### src/rtl/operand_fetch_stage_if.sv
// operand_fetch_stage_if: instruction intake and issue handshakes of the operand fetch stage
interface operand_fetch_stage_if #(
  parameter int RF_ADDR_LEN = 5,
  parameter int RF_DATA_LEN = 32,
  parameter int INSTR_LEN   = 32
);
  logic                   in_valid;
  logic                   in_ready;
  logic [INSTR_LEN-1:0]   in_instr;
  logic                   out_valid;
  logic                   out_ready;
  logic [INSTR_LEN-1:0]   out_instr;
  logic [RF_DATA_LEN-1:0] out_rs1_data;
  logic [RF_DATA_LEN-1:0] out_rs2_data;
  logic [RF_ADDR_LEN-1:0] out_rd_addr;
  logic                   out_rd_we;
  modport master (
    output in_valid, in_instr, out_ready,
    input  in_ready, out_valid, out_instr, out_rs1_data, out_rs2_data, out_rd_addr, out_rd_we
  );
  modport slave (
    input  in_valid, in_instr, out_ready,
    output in_ready, out_valid, out_instr, out_rs1_data, out_rs2_data, out_rd_addr, out_rd_we
  );
endinterface

### src/rtl/operand_fetch_stage.sv
// operand_fetch_stage: decode, operand fetch with writeback bypass, busy-scoreboard hazard stall
module operand_fetch_stage #(
  parameter int RF_ADDR_LEN = 5,
  parameter int RF_DATA_LEN = 32,
  parameter int INSTR_LEN   = 32
) (
  input  logic                   clk,
  input  logic                   rst,
  input  logic                   flush,
  operand_fetch_stage_if.slave   io,
  output logic [RF_ADDR_LEN-1:0] rf_rs1_addr,
  output logic [RF_ADDR_LEN-1:0] rf_rs2_addr,
  input  logic [RF_DATA_LEN-1:0] rf_rs1_data,
  input  logic [RF_DATA_LEN-1:0] rf_rs2_data,
  input  logic                   wb_en,
  input  logic [RF_ADDR_LEN-1:0] wb_addr,
  input  logic [RF_DATA_LEN-1:0] wb_data
);
  localparam int NREG = 1 << RF_ADDR_LEN;
  logic                   id_valid;
  logic [INSTR_LEN-1:0]   id_instr;
  logic [NREG-1:0]        busy;
  logic [6:0]             op;
  logic [RF_ADDR_LEN-1:0] rs1, rs2, rd;
  logic                   uses_rs1, uses_rs2, rd_we;
  logic [RF_DATA_LEN-1:0] op1, op2;
  logic [NREG-1:0]        wb_mask, inflight_mask, set_mask, pend;
  logic                   hazard, issue, accept;
  assign op       = id_instr[6:0];
  assign rd       = id_instr[7 +: RF_ADDR_LEN];
  assign rs1      = id_instr[15 +: RF_ADDR_LEN];
  assign rs2      = id_instr[20 +: RF_ADDR_LEN];
  assign uses_rs1 = !(op == 7'b0110111 || op == 7'b0010111 || op == 7'b1101111);
  assign uses_rs2 = op == 7'b0110011 || op == 7'b0100011 || op == 7'b1100011;
  assign rd_we    = rd != '0 && !(op == 7'b0100011 || op == 7'b1100011 || op == 7'b0001111 || op == 7'b1110011);
  assign rf_rs1_addr = rs1;
  assign rf_rs2_addr = rs2;
  assign op1 = rs1 == '0 ? '0 : (wb_en && wb_addr == rs1) ? wb_data : rf_rs1_data;
  assign op2 = rs2 == '0 ? '0 : (wb_en && wb_addr == rs2) ? wb_data : rf_rs2_data;
  // A register is pending while busy and not being written back now, or while its writer sits in OUT.
  assign wb_mask       = wb_en ? NREG'(1) << wb_addr : '0;
  assign inflight_mask = (io.out_valid && io.out_rd_we) ? NREG'(1) << io.out_rd_addr : '0;
  assign set_mask      = (io.out_valid && io.out_ready && io.out_rd_we) ? NREG'(1) << io.out_rd_addr : '0;
  assign pend          = (busy & ~wb_mask | inflight_mask) & ~NREG'(1);
  assign hazard = (uses_rs1 && pend[rs1]) || (uses_rs2 && pend[rs2]) || (rd_we && pend[rd]);
  assign issue  = id_valid && !hazard && (!io.out_valid || io.out_ready) && !flush;
  assign io.in_ready = !flush && (!id_valid || issue);
  assign accept = io.in_valid && io.in_ready;
  // ID/OUT slot advance and scoreboard; a set on the consumed rd overrides a same-cycle clear.
  always_ff @(posedge clk or posedge rst)
    if (rst) begin
      id_valid        <= 1'b0;
      id_instr        <= '0;
      busy            <= '0;
      io.out_valid    <= 1'b0;
      io.out_instr    <= '0;
      io.out_rs1_data <= '0;
      io.out_rs2_data <= '0;
      io.out_rd_addr  <= '0;
      io.out_rd_we    <= 1'b0;
    end else begin
      busy         <= (busy & ~wb_mask | set_mask) & ~NREG'(1);
      id_valid     <= !flush && (accept || (id_valid && !issue));
      io.out_valid <= !flush && (issue || (io.out_valid && !io.out_ready));
      if (accept) id_instr <= io.in_instr;
      if (issue) begin
        io.out_instr    <= id_instr;
        io.out_rs1_data <= op1;
        io.out_rs2_data <= op2;
        io.out_rd_addr  <= rd;
        io.out_rd_we    <= rd_we;
      end
    end
endmodule

### src/flat_wrapper.sv
// flat-port wrapper written by rule: the top's interface ports become plain ports
module operand_fetch_stage_flat 
#(
  parameter int RF_ADDR_LEN = 5,
  parameter int RF_DATA_LEN = 32,
  parameter int INSTR_LEN   = 32
)
  (clk, rst, flush, rf_rs1_addr, rf_rs2_addr, rf_rs1_data, rf_rs2_data, wb_en, wb_addr, wb_data, io_in_valid, io_in_instr, io_out_ready, io_in_ready, io_out_valid, io_out_instr, io_out_rs1_data, io_out_rs2_data, io_out_rd_addr, io_out_rd_we);
  operand_fetch_stage_if #(.RF_ADDR_LEN(RF_ADDR_LEN), .RF_DATA_LEN(RF_DATA_LEN), .INSTR_LEN(INSTR_LEN)) io_i ();
  input  logic clk;
  input  logic rst;
  input  logic flush;
  output logic [RF_ADDR_LEN-1:0] rf_rs1_addr;
  output logic [RF_ADDR_LEN-1:0] rf_rs2_addr;
  input  logic [RF_DATA_LEN-1:0] rf_rs1_data;
  input  logic [RF_DATA_LEN-1:0] rf_rs2_data;
  input  logic wb_en;
  input  logic [RF_ADDR_LEN-1:0] wb_addr;
  input  logic [RF_DATA_LEN-1:0] wb_data;
  input wire logic [$bits(io_i.in_valid)-1:0] io_in_valid;
  input wire logic [$bits(io_i.in_instr)-1:0] io_in_instr;
  input wire logic [$bits(io_i.out_ready)-1:0] io_out_ready;
  output wire logic [$bits(io_i.in_ready)-1:0] io_in_ready;
  output wire logic [$bits(io_i.out_valid)-1:0] io_out_valid;
  output wire logic [$bits(io_i.out_instr)-1:0] io_out_instr;
  output wire logic [$bits(io_i.out_rs1_data)-1:0] io_out_rs1_data;
  output wire logic [$bits(io_i.out_rs2_data)-1:0] io_out_rs2_data;
  output wire logic [$bits(io_i.out_rd_addr)-1:0] io_out_rd_addr;
  output wire logic [$bits(io_i.out_rd_we)-1:0] io_out_rd_we;
  assign io_i.in_valid = io_in_valid;
  assign io_i.in_instr = io_in_instr;
  assign io_i.out_ready = io_out_ready;
  assign io_in_ready = io_i.in_ready;
  assign io_out_valid = io_i.out_valid;
  assign io_out_instr = io_i.out_instr;
  assign io_out_rs1_data = io_i.out_rs1_data;
  assign io_out_rs2_data = io_i.out_rs2_data;
  assign io_out_rd_addr = io_i.out_rd_addr;
  assign io_out_rd_we = io_i.out_rd_we;
  operand_fetch_stage #(.RF_ADDR_LEN(RF_ADDR_LEN), .RF_DATA_LEN(RF_DATA_LEN), .INSTR_LEN(INSTR_LEN)) u_core (.clk(clk), .rst(rst), .flush(flush), .io(io_i), .rf_rs1_addr(rf_rs1_addr), .rf_rs2_addr(rf_rs2_addr), .rf_rs1_data(rf_rs1_data), .rf_rs2_data(rf_rs2_data), .wb_en(wb_en), .wb_addr(wb_addr), .wb_data(wb_data));
endmodule
### config.mk
export PLATFORM = sky130hd
export DESIGN_NAME = operand_fetch_stage_flat
export DESIGN_NICKNAME = d
export VERILOG_FILES = /design/src/rtl/operand_fetch_stage_if.sv /design/src/rtl/operand_fetch_stage.sv /design/src/flat_wrapper.sv
export SDC_FILE = /design/constraint.sdc
export NUM_CORES = 1
export LEC_CHECK = 0
export ABC_AREA = 0
export CORE_MARGIN = 2
export CORE_UTILIZATION = 44
export DETAILED_ROUTE_END_ITERATION = 7
export PLACE_DENSITY = 0.77
export SLEW_MARGIN = 20
export SYNTH_ARGS = -nofsm -noshare
export SYNTH_HDL_FRONTEND = slang
export SYNTH_SLANG_ARGS = --single-unit
### constraint.sdc
create_clock -name clk -period 4.75 [get_ports clk]
set_input_delay 0.475 -clock clk [delete_from_list [all_inputs] [get_ports clk]]
set_output_delay 0.475 -clock clk [all_outputs]
set_load 0.02 [all_outputs]
==> run metrics <==
VDD IR-drop max 340.1 µV; initial antenna violation count 1; synth top area cells dfrtp_1 (45%), o21ai_0 (8.0%), mux2i_1 (7.3%); Worst Path Max Fanout 69; storage element area 0.004054 mm²; Max-cap violations 0; CTS root buf clkbuf_16; leak pwr 4.869 nW; vias per cell slightly above 6; Initial Util 44.67%; Num CTS Buffers 17; Synth Flop Type dfrtp_1; H-tree levels 4; Final Wtd Congestion 0.9743; Worst Hold Path Cells 1; Fin. Hold Viols 0; clock skew approximately 11 ps; number of global-route vias before repair 8,406; hpwl dp 22.01 mm; Mapped Area 0.009010 mm²; Site Rows 52; Post-synth EDFFs 0; Routed Antenna Nets 0; Setup crit end kind flop; clk sink count 162; Syn Nets 1,040; Fmax roughly 230 MHz; Slew Limit Fails 0; drt drc 0; largest net degree at the start of global routing roughly 160; ant diodes 0; Cells after Synth 901; DP Worst Slack 211.9 ps; area grow syn2layout 37.01%; fraction of layout cells with a size suffix above 1 9.689%; hold buffers post-CTS 0; Worst-Margin Slew 1149 ps; crit path kind reg2reg; gr ovfl total 0; Finish-stage setup viols 0; final wirelength 31.60 mm; area of the multi-input gates 0.004482 mm²; async set-reset flop share out of synthesis 100.0%; area leader, netlist dfrtp_1; DR iter-0 viols roughly 740; I/O Pins 253; worst hold path startpoint u_core.id_instr[14]; RSZ-0062 raised after global routing no; Die Wd 147.1 µm; Mapped Avg Cell Area 10.00 µm²; Distinct cells, synth ~60; IO Port Bufs approximately 250; RR Endpoint u_core.io.out_rs1_data[10]; Avg WL per Cell 22.65 µm; Reg2Reg Setup Slack 360 ps; final period utilization 92.49%; synth warn 0; final setup TNS 0 ps; Max clock buf depth 2; crit path launch type flop; WP data arrival 4690 ps; Worst-Skew Late Latency between 400 and 500 ps; Hold Path Class reg2reg; DR vias 8,427; post-synthesis register bit count 162; post-synth top area share between 40 and 50%; CP required 5050 ps; core box area between 0.02 and 0.025 mm²; Worst R2R Start u_core.io.out_rd_addr[3]; sequential element share of the synthesized area 44.99%; Die Y-Extent approximately 150 µm; pwr dens 548.6 mW/mm²; minimum clock period roughly 4400 ps; outcome complete, no violations; Hold EP u_core.io.out_instr[14]; R2R depth 11; NumNets Final 1,252; Pre-Repair DR Iteration Count 7; Die Footprint 0.02164 mm²; max_slew headroom between 20% and 30%; Global Route Usage Sum 29.10%; CTS tree built; Fill cells 1,728; total setup buffers inserted after CTS 0; Reg clk slew, reported paths 70 ps; global-route wire length before repair between 40 and 50 mm; Final WS setup 356.8 ps; post-CTS resize count 0
==> cell usage after synthesis (all sizes together) (4+ instances only) <==
master	instances
nand4b	5
and3	5
clkbuf	62
xor2	8
nor3	9
buf	35
nand4	14
nand3b	6
nor2	26
nor2b	29
nor3b	4
mux2	26
a21oi	18
mux4	4
a211oi	8
nand2	50
a32oi	5
nor4	5
mux2i	66
a32o	32
o31ai	68
nand3	25
nand2b	11
or3	4
dfrtp	162
o21ai	157
inv	10
==> routing by layer <==
layer | part of all wire [%] | vias up | GRT usage [%]
met5 | 0.028 | - | 0
met4 | 4.2 | 2 | 13.37
met3 | 8.7 | 89 | 6.584
met2 | 46 | 422 | 44.30
met1 | 41 | 4107 | 39.75
li1 | - | 3807 | -
==> sequential cells by signal, summed over array words and instances, names as in the netlist <==
register / flops
u_core.io.out_rs1_data: 32
u_core.io.out_rd_we: 1
u_core.io.out_valid: 1
u_core.id_valid: 1
u_core.id_instr: 32
u_core.io.out_rd_addr: 4
u_core.busy: 31
u_core.io.out_rs2_data: 32
u_core.io.out_instr: 28
==> cell type report <==
type / instances / share of cell area [%]
Timing Repair Buffer: 290 / 22.97
Tap cell: 270 / 2.737
Clock buffer: 19 / 3.588
Inverter: 10 / 0.3345
Multi-Input combinational cell: 632 / 36.31
Clock inverter: 12 / 1.226
Sequential cell: 162 / 32.84
==> layout by cell type, fill, tap and decap left out, drive strengths merged, types with 4 or more instances in the layout <==
| master | synthesis | layout |
|---|---|---|
| nand4b | 5 | 5 |
| nand4 | 14 | 14 |
| mux2i | 66 | 66 |
| nor3 | 9 | 9 |
| a32oi | 5 | 5 |
| nor2b | 29 | 29 |
| clkbuf | 62 | 19 |
| nand2b | 11 | 11 |
| clkdlybuf4s50 | 0 | 251 |
| and3 | 5 | 5 |
| dfrtp | 162 | 162 |
| a211oi | 8 | 8 |
| clkinv | 0 | 5 |
| buf | 35 | 38 |
| nor3b | 4 | 4 |
| nand2 | 50 | 50 |
| nand3 | 25 | 25 |
| inv | 10 | 13 |
| mux2 | 26 | 26 |
| or3 | 4 | 4 |
| o31ai | 68 | 68 |
| nor4 | 5 | 5 |
| a32o | 32 | 32 |
| o21ai | 157 | 157 |
| a21oi | 18 | 18 |
| nor2 | 26 | 26 |
| mux4 | 4 | 4 |
| xor2 | 8 | 8 |
| nand3b | 6 | 6 |
==> power breakdown <==
part / switching, mW / internal [mW] / total (mW)
Clock: 0.592 / 0.800 / 1.39
Sequential: 0.437 / 1.83 / 2.27
Combinational: 1.72 / 1.39 / 3.11
Total: 2.75 / 4.02 / 6.77
==> through the flow <==
| stage | power (mW) | util [%] | hold WS (ps) | instance area, µm² | std cells |
|---|---|---|---|---|---|
| floorplan | 3.940 | - | 449.5 | 9014 | 901 |
| global placement | 5.336 | 58.24 | 452.9 | 11750 | 1364 |
| detailed placement | 5.379 | 58.24 | 463.3 | 11750 | 1364 |
| CTS | 6.789 | 61.19 | 480.0 | 12340 | 1395 |
| global route | 7.125 | 61.20 | 500.4 | 12340 | 1395 |
| finish | 6.772 | 61.20 | 476.6 | 12340 | 1395 |
==> critical path, cell delays in order (launching register included) <==
cell and delay, ps:
dfrtp_1 560, nand4b_1 450, o21ai_0 770, mux2i_1 170, a211oi_1 350, o41ai_1 110, buf_4 170, o221ai_4 180
or2_4 150, buf_4 650, buf_4 490, o31ai_1 150
==> cells by family (layout without fill, tap and decap cells) <==
logic type / Yosys count / after routing / synth area share, %
compound gates: 316 / 316 / 23.93
xor+xnor: 10 / 10 / 0.9722
buf+inv: 107 / 331 / 5.708
flops: 162 / 162 / 44.99
mux: 96 / 96 / 11.58
simple gates: 210 / 210 / 12.82
==> worst max path at each step <==
stage,start,end,cells past startpoint
finish,u_core.io.out_rd_addr[3],u_core.io.out_rs1_data[10],11
CTS,wb_addr[4],io_in_ready,12
detailed placement,wb_addr[4],io_in_ready,12
global placement,wb_addr[0],io_in_ready,12
global route,u_core.io.out_rd_addr[1],u_core.io.out_rs1_data[20],10
floorplan,wb_addr[4],io_in_ready,13
Note: power is estimated with default switching activity, not from simulation.
